File: src/rtl/mac_job_scheduler_if.sv
// Control/status bundle between the pass controller, the PU array and mac_job_scheduler.
// master drives start, config and PU/FIFO status; slave (the scheduler) drives fetch, index and pass status.
interface mac_job_scheduler_if #(
    parameter int NUM_PU  = 4,
    parameter int I_WIDTH = 4,
    parameter int R_WIDTH = 8
);
    logic                          start;
    logic [R_WIDTH-1:0]            cfg_rows;
    logic [I_WIDTH:0]              cfg_cols;
    logic                          fifo_empty;
    logic [NUM_PU-1:0]             pu_finish;
    logic [NUM_PU-1:0]             pu_fetch_en;
    logic [NUM_PU*I_WIDTH-1:0]     pu_index;
    logic                          busy;
    logic                          done;
    logic [R_WIDTH+I_WIDTH:0]      issued_cnt;

    modport master (
        output start, cfg_rows, cfg_cols, fifo_empty, pu_finish,
        input  pu_fetch_en, pu_index, busy, done, issued_cnt
    );

    modport slave (
        input  start, cfg_rows, cfg_cols, fifo_empty, pu_finish,
        output pu_fetch_en, pu_index, busy, done, issued_cnt
    );
endinterface

File: src/rtl/mac_job_scheduler.sv
// Walks (row, col) jobs of a MAC pass and hands one per cycle to the lowest free PU, 2 cycles start->first fetch.
// Stalls without timeout on empty operand FIFO, no free PU, or a PU still owning the same destination column.
module mac_job_scheduler #(
    parameter int NUM_PU  = 4,
    parameter int I_WIDTH = 4,
    parameter int R_WIDTH = 8
) (
    input  logic                 m_clk,
    input  logic                 rst,
    mac_job_scheduler_if.slave   bus
);
    localparam logic [1:0] S_IDLE  = 2'd0;
    localparam logic [1:0] S_ISSUE = 2'd1;
    localparam logic [1:0] S_DRAIN = 2'd2;
    localparam logic [1:0] S_DONE  = 2'd3;
    localparam int CW = R_WIDTH + I_WIDTH + 1;

    logic [1:0]                state_q, state_d;
    logic [R_WIDTH-1:0]        rows_q, rows_d, row_cnt_q, row_cnt_d;
    logic [I_WIDTH:0]          cols_q, cols_d;
    logic [I_WIDTH-1:0]        col_cnt_q, col_cnt_d;
    logic [CW-1:0]             issued_q, issued_d;
    logic [NUM_PU-1:0]         pb_q, pb_d, ar_q, ar_d, fetch_q, fetch_d;
    logic [NUM_PU*I_WIDTH-1:0] idx_q, idx_d;

    logic [NUM_PU-1:0] free, grant;
    logic              found, hazard, issue, last_col, last_row;

    always_comb begin
        free   = ~pb_q & bus.pu_finish;
        grant  = '0;
        found  = 1'b0;
        hazard = 1'b0;
        for (int k = 0; k < NUM_PU; k++) begin
            if (free[k] && !found) begin
                grant[k] = 1'b1;
                found    = 1'b1;
            end
            // a PU still owning this column would race us on the accumulator
            if (pb_q[k] && (idx_q[k*I_WIDTH +: I_WIDTH] == col_cnt_q)) begin
                hazard = 1'b1;
            end
        end
    end

    assign issue    = (state_q == S_ISSUE) && !bus.fifo_empty && found && !hazard;
    assign last_col = ({1'b0, col_cnt_q} == (cols_q - (I_WIDTH+1)'(1)));
    assign last_row = (row_cnt_q == (rows_q - R_WIDTH'(1)));

    always_comb begin
        state_d   = state_q;
        rows_d    = rows_q;
        cols_d    = cols_q;
        row_cnt_d = row_cnt_q;
        col_cnt_d = col_cnt_q;
        issued_d  = issued_q;
        idx_d     = idx_q;
        fetch_d   = '0;
        case (state_q)
            S_IDLE: begin
                if (bus.start) begin
                    rows_d    = bus.cfg_rows;
                    cols_d    = bus.cfg_cols;
                    row_cnt_d = '0;
                    col_cnt_d = '0;
                    issued_d  = '0;
                    state_d   = ((bus.cfg_rows == '0) || (bus.cfg_cols == '0)) ? S_DONE : S_ISSUE;
                end
            end
            S_ISSUE: begin
                if (issue) begin
                    fetch_d  = grant;
                    issued_d = issued_q + CW'(1);
                    for (int k = 0; k < NUM_PU; k++) begin
                        if (grant[k]) begin
                            idx_d[k*I_WIDTH +: I_WIDTH] = col_cnt_q;
                        end
                    end
                    if (last_col) begin
                        col_cnt_d = '0;
                        row_cnt_d = row_cnt_q + R_WIDTH'(1);
                        if (last_row) begin
                            state_d = S_DRAIN;
                        end
                    end else begin
                        col_cnt_d = col_cnt_q + I_WIDTH'(1);
                    end
                end
            end
            S_DRAIN: begin
                if (pb_q == '0) begin
                    state_d = S_DONE;
                end
            end
            default: state_d = S_IDLE;
        endcase
    end

    // ar gates completion: finish must be seen low once after issue before a high counts
    always_comb begin
        pb_d = pb_q;
        ar_d = ar_q;
        for (int k = 0; k < NUM_PU; k++) begin
            if (issue && grant[k]) begin
                pb_d[k] = 1'b1;
                ar_d[k] = 1'b0;
            end else if (pb_q[k]) begin
                if (!bus.pu_finish[k]) begin
                    ar_d[k] = 1'b1;
                end else if (ar_q[k]) begin
                    pb_d[k] = 1'b0;
                    ar_d[k] = 1'b0;
                end
            end
        end
    end

    always_ff @(posedge m_clk or negedge rst) begin
        if (!rst) begin
            state_q   <= S_IDLE;
            rows_q    <= '0;
            cols_q    <= '0;
            row_cnt_q <= '0;
            col_cnt_q <= '0;
            issued_q  <= '0;
            pb_q      <= '0;
            ar_q      <= '0;
            fetch_q   <= '0;
            idx_q     <= '0;
        end else begin
            state_q   <= state_d;
            rows_q    <= rows_d;
            cols_q    <= cols_d;
            row_cnt_q <= row_cnt_d;
            col_cnt_q <= col_cnt_d;
            issued_q  <= issued_d;
            pb_q      <= pb_d;
            ar_q      <= ar_d;
            fetch_q   <= fetch_d;
            idx_q     <= idx_d;
        end
    end

    assign bus.pu_fetch_en = fetch_q;
    assign bus.pu_index    = idx_q;
    assign bus.busy        = (state_q == S_ISSUE) || (state_q == S_DRAIN);
    assign bus.done        = (state_q == S_DONE);
    assign bus.issued_cnt  = issued_q;
endmodule
File: src/flat_wrapper.sv
// flat-port wrapper written by rule: the top's interface ports become plain ports
module mac_job_scheduler_flat 
#(
    parameter int NUM_PU  = 4,
    parameter int I_WIDTH = 4,
    parameter int R_WIDTH = 8
)
  (m_clk, rst, bus_start, bus_cfg_rows, bus_cfg_cols, bus_fifo_empty, bus_pu_finish, bus_pu_fetch_en, bus_pu_index, bus_busy, bus_done, bus_issued_cnt);
  mac_job_scheduler_if #(.NUM_PU(NUM_PU), .I_WIDTH(I_WIDTH), .R_WIDTH(R_WIDTH)) bus_i ();
  input  logic m_clk;
  input  logic rst;
  input wire logic [$bits(bus_i.start)-1:0] bus_start;
  input wire logic [$bits(bus_i.cfg_rows)-1:0] bus_cfg_rows;
  input wire logic [$bits(bus_i.cfg_cols)-1:0] bus_cfg_cols;
  input wire logic [$bits(bus_i.fifo_empty)-1:0] bus_fifo_empty;
  input wire logic [$bits(bus_i.pu_finish)-1:0] bus_pu_finish;
  output wire logic [$bits(bus_i.pu_fetch_en)-1:0] bus_pu_fetch_en;
  output wire logic [$bits(bus_i.pu_index)-1:0] bus_pu_index;
  output wire logic [$bits(bus_i.busy)-1:0] bus_busy;
  output wire logic [$bits(bus_i.done)-1:0] bus_done;
  output wire logic [$bits(bus_i.issued_cnt)-1:0] bus_issued_cnt;
  assign bus_i.start = bus_start;
  assign bus_i.cfg_rows = bus_cfg_rows;
  assign bus_i.cfg_cols = bus_cfg_cols;
  assign bus_i.fifo_empty = bus_fifo_empty;
  assign bus_i.pu_finish = bus_pu_finish;
  assign bus_pu_fetch_en = bus_i.pu_fetch_en;
  assign bus_pu_index = bus_i.pu_index;
  assign bus_busy = bus_i.busy;
  assign bus_done = bus_i.done;
  assign bus_issued_cnt = bus_i.issued_cnt;
  mac_job_scheduler #(.NUM_PU(NUM_PU), .I_WIDTH(I_WIDTH), .R_WIDTH(R_WIDTH)) u_core (.m_clk(m_clk), .rst(rst), .bus(bus_i));
endmodule
File: config.mk
export PLATFORM = sky130hd
export DESIGN_NAME = mac_job_scheduler_flat
export DESIGN_NICKNAME = d
export VERILOG_FILES = /design/src/rtl/mac_job_scheduler_if.sv /design/src/rtl/mac_job_scheduler.sv /design/src/flat_wrapper.sv
export SDC_FILE = /design/constraint.sdc
export NUM_CORES = 1
export LEC_CHECK = 0
export BUFFER_PORTS_ARGS = -buffer_cell sky130_fd_sc_hd__buf_4
export CORE_MARGIN = 5
export CORE_UTILIZATION = 40
export DETAILED_ROUTE_END_ITERATION = 8
export PLACE_DENSITY = 0.66
export REMOVE_ABC_BUFFERS = 1
export SETUP_SLACK_MARGIN = 0.2
export SLEW_MARGIN = 20
export SYNTH_ARGS = -nofsm -noshare
export SYNTH_HDL_FRONTEND = slang
export SYNTH_SLANG_ARGS = --single-unit
File: constraint.sdc
create_clock -name m_clk -period 2.3 [get_ports m_clk]
set_input_delay 0.23 -clock m_clk [delete_from_list [all_inputs] [get_ports m_clk]]
set_output_delay 0.23 -clock m_clk [all_outputs]
set_load 0.005 [all_outputs]
Word level (Yosys, flattened, before mapping). Index checks and enable logic that the tools add are counted.

Bits in registers: 68. Word-level logic and storage cells: 134.

Muxes and demuxes: 59. Equal/unequal tests: 14. $add $sub $neg: 5. Reductions and logical operators: 38. Bitwise logic cells: 2.

Operators by type and width (number): 2-to-1 mux 1 bit (39); 2-to-1 mux 13 bit (2); one-hot mux 13 bit (2 select lines) (1); 2-to-1 mux 8 bit (3); 2-to-1 mux 4 bit (5); equality test 4 bit (4); one-hot mux 8 bit (2 select lines) (1); AND reduction 3 bit (5); logical AND 1 bit (14); adder 13 x 1 -> 13 bit (second input constant) (1); 2-to-1 mux 2 bit (6); nonzero test 2 bit (5); adder 8 x 1 -> 8 bit (second input constant) (1); equality test 8 bit (1); logical NOT 8 bit (1); != test 2 x 1 -> 1 bit (second input constant) (4); one-hot mux 4 bit (2 select lines) (1); subtractor 8 x 1 -> 8 bit (second input constant) (1); one-hot mux 2 bit (3 select lines) (1); equality test 4 x 5 -> 1 bit (1); logical NOT 1 bit (5); logical NOT 5 bit (1); AND reduction 5 bit (1); subtractor 5 x 1 -> 5 bit (second input constant) (1); 11 further kinds (13).

Longest topological paths before layout.
Depth after elaboration: 16. Mapped depth: 10. Gate-level depth less buffers: 9.

Least setup slack after synthesis. No wires, ideal clock.

Path kind: register -> register. Start point: reg u_core.state_q[1]. End point: reg u_core.state_q[1]. Cell stages (with the launch flop): 9. Data arrival time: 2.078 ns. Period minus slack after synthesis: 2.205 ns. Setup slack: 0.095 ns. Path through: dfrtp_1 -> inv_1 -> ha_1 -> nand2b_1 -> a311o_1 -> and3b_1 -> nand4_1 -> a2111oi_4 -> mux2_1.

Longest elaborated chain between the ends: 6. Elaborated cells between the ends (all ways): 13. Those cells by class: eq/ne: 7; mux: 1; reduce/logical: 5.

RTL lines: from (decl) (line mac_job_scheduler.sv:18) `logic [1:0] state_q, state_d;`; from (signal assigned) (line mac_job_scheduler.sv:131) `state_q <= state_d;`; equality test 2 x 1 -> 1 bit (line mac_job_scheduler.sv:46, mac_job_scheduler.sv:59); logical AND 1 bit (3 in a row) (line mac_job_scheduler.sv:46) `assign issue = (state_q == S_ISSUE) && !bus.fifo_empty && found && !hazard;`; != test 2 x 1 -> 1 bit (no line); AND reduction 5 bit (no line).

Parallel ways exist; a longest one is shown, timed or not. A chain may end at the register's enable or synchronous reset.

Worst setup path after layout.
Start point: reg u_core.idx_q[0] (netlist: u_core.bus.pu_index[0]). End point: reg u_core.state_q[1].

Longest elaborated chain between the ends: 10.

RTL lines: from (decl) (line mac_job_scheduler.sv:24) `logic [NUM_PU*I_WIDTH-1:0] idx_q, idx_d;`; from (signal assigned) (line mac_job_scheduler.sv:140) `idx_q <= idx_d;`; equality test 4 bit (line mac_job_scheduler.sv:40) `if (pb_q[k] && (idx_q[k*I_WIDTH +: I_WIDTH] == col_cnt_q)) begin`; logical AND 1 bit (line mac_job_scheduler.sv:40); 2-to-1 mux 1 bit (4 in a row) (line mac_job_scheduler.sv:40); logical NOT 1 bit (line mac_job_scheduler.sv:46); logical AND 1 bit (line mac_job_scheduler.sv:46); != test 2 x 1 -> 1 bit (no line); AND reduction 5 bit (no line).

Every way passes these cells.

==> impl_results.md <==
* DP HPWL at around 6000 um
* Initial antenna violation count at 0
* Io pins at 56
* Period utilization at a little over nine tenths
* Final wirelength at between 8000 and 9000 um
* Crit path kind: reg -> reg
* Slew @ Worst Pin at 0.848 ns
* CP arrival at between 2 and 2.5 ns
* Die Y at around 110 um
* Critical path cell sequence: xor2_1 -> nor3_2 -> a311o_1 -> and3b_1 -> nand4_1 -> a2111oi_4 -> mux2_4
* Share of Yosys cell area claimed by the top area cell type at 46.8%
* Crit path launch: u_core.bus.pu_index[0]
* Post-synthesis register bit count at just under 70
* Failing checks: hold timing
* Hold slack at -0.00408 ns
* Switching Share at between 30% and 40%
* Hold Vio Cnt, Final at 1
* Max cap viols at 0
* Max Buffers Root-to-Sink at 2
* Post-synth ARST share at 100%
* Startpoint Class: flip-flop
* Core Area at about 0.0088 mm^2
* Outcome: finished, violations left
* DRC at 0
* First-pass GRT wire length at approximately 14000 um
* Largest net degree at the start of global routing at 69
* Worst hold path class: in -> async
* Crit path required time at 2.52 ns
* Vias per cell at about 5.2
* Internal power at about 3.2 mW
* Routed wire per std cell at 14.7 um
* Routed vias at between 2000 and 3000
* Setup violators final at 0
* # nets final at between 400 and 500
* I/O Buffers at 55
* Post-synth top cells: dfrtp_1 (68), nand2_1 (38), mux2_2 (29)
* Syn_area_per_cell at 10.0 um^2
* FMAX at between 0.4 and 0.5 GHz
* Peak VDD IR at ~430 uV
* Max Clock Skew at around 0.012 ns
* CP max-delay cell: a2111oi_4
* Netlist Area Pre-Place at 0.00363 mm^2
* CTS root buf: clkbuf_8
* CTS hold repair buffers at 0
* Max FO, Critical Path at 3
* Number of global-route vias before repair at between 2000 and 3000
* Clock Sink Count at 68
* Die width at 105 um
* Most frequent cell after synthesis: dfrtp_1
* Reg-to-reg startpoint: u_core.bus.pu_index[0]
* Grt ovf at 0
* Total power at between 4 and 5 mW
* Flop pwr share at roughly 37%
* Register area share after synthesis at 46.8%
* Router iterations before antenna repair at 4
* Tmin final at roughly 2.2 ns
* Starting Density at approximately two fifths
* Clock power frac at a little under a quarter
* GRT Overall Usage at between 10% and 20%
* Power per cell area at a little over 1000 mW/mm^2
* Area leader, netlist: dfrtp_1
* Clock Latency Late Sink at around 0.34 ns
* Final Max Slew Viols at 0
* Synth cell types at 44
* Main synth FF type: dfrtp_1
* Post-DRT Antenna Nets at 0
* Die area at 0.0111 mm^2
* Layout area overhead at 29.3%
* Reg2Reg Setup Slack at around 0.054 ns
* DRT iter0 DRCs at just under 100
* Comb pwr share at just over 40%
* H-tree level count at 3
* Yosys Warn Count at 0
* Cells after Synth at roughly 360
* Ant diodes at 0
* CP endpoint kind: flip-flop
* RSZ-0062 raised after global routing: yes
* Critical path's largest stage delay at ~0.43 ns
* CTS tree: built
* Relative slew slack at a little over two fifths
* Layout cells sized above 1 at a little over a third
* Synth area leaders: dfrtp_1 (47%), mux2_2 (9.0%), xor2_1 (4.1%)
* CTS buffer count at 9
* Setup Total Neg Slack at 0 ns
* Post-synth EDFFs at 0
* Row cnt at 34
* Pleak at ~2.2 nW
* Placer Congestion at around 0.79
* Reg clk slew, reported paths at 0.08 ns
* NetSw at about 1.6 mW
## sequential cells by signal, indices dropped and copies added (netlist names)
| signal | flops |
|---|---|
| u_core.bus.pu_index | 16 |
| u_core.bus.issued_cnt | 13 |
| u_core.row_cnt_q | 8 |
| u_core.rows_q | 8 |
| u_core.cols_q | 5 |
| u_core.ar_q | 4 |
| u_core.bus.pu_fetch_en | 4 |
| u_core.col_cnt_q | 4 |
| u_core.pb_q | 4 |
| u_core.state_q | 2 |
## per-stage QoR
stage,instance area (um^2),std cells,setup WS (ns),hold slack [ns],util (%)
floorplan,3570,348,-0.333,-0.0656,-
global placement,4320,539,0.0483,0.411,49.1
detailed placement,4320,539,0.00427,0.409,49.1
CTS,4670,565,0.0541,0.0230,53.0
global route,4700,566,-0.0495,0.0780,53.3
finish,4700,566,0.0538,-0.00408,53.3
## worst paths after layout
kind / endpoint / cells after the start
max: u_core.state_q[1] / 7
min: u_core.row_cnt_q[6] / 1
max reg2reg: u_core.state_q[1] / 7
min reg2reg: u_core.ar_q[0] / 1
max in group asynchronous: u_core.row_cnt_q[1] / 1
min in group m_clk: u_core.ar_q[2] / 2
## layer usage
layer  wire [um]  GRT usage (%)
met1        3930           21.3
met2        3940           24.9
met5           0              0
met3         294           2.87
met4         167           6.56
## cell usage in the layout, fill, tap and decap left out, types with 12 or more instances in the layout
master    n
xor2_1   17
dfrtp_1  68
nand3_1  12
o21ai_0  25
or3_1    13
nand2_1  38
nor2_1   14
inv_1    16
mux2_2   29
buf_4    89
a21oi_1  21
## power groups by stage
stage | Combinational (mW) | Clock (mW) | Sequential, mW
final | 1.93 | 1.09 | 1.76
after global routing | 2.16 | 1.17 | 1.81
after CTS | 1.94 | 1.12 | 1.76
after floorplan | 0.875 | 0 | 1.84
after global placement | 1.76 | 0 | 1.77
after detailed placement | 1.80 | 0 | 1.78
## worst max-delay path: cells and delay by family (launching register included)
family                    cells  cell delay, ns
muxes                         1            0.33
and+or+nand+nor               3            0.44
DFF                           1            0.41
AOI/OAI and AO/OA             2            0.77
xor gates and xnor gates      1            0.18
## logic make-up after synthesis
| logic type | synth area share (%) |
|---|---|
| AOI/OAI and AO/OA | 12.6 |
| xor gates and xnor gates | 6.99 |
| muxes | 9.58 |
| buffers and inverters | 3.58 |
| DFF | 46.8 |
| adders and majority gates | 3.10 |
| and+or+nand+nor | 17.3 |
## layout make-up
type	instances	area, um^2
fillers	799	4110
multi-input cells	263	1860
flip-flops and latches	68	1700
repair buffers	94	718
clock buffers	11	141
well taps	108	135
clock inverters	5	75.1
inverters	17	63.8
## repair_timing
action                                  CTS  global route
pin swaps                                17             1
endpoints found under the setup margin   42            45
cloned                                    1             0
gates resized for setup                  12             8
setup buffers                             9             1
Note: power is estimated with default switching activity, not from simulation.
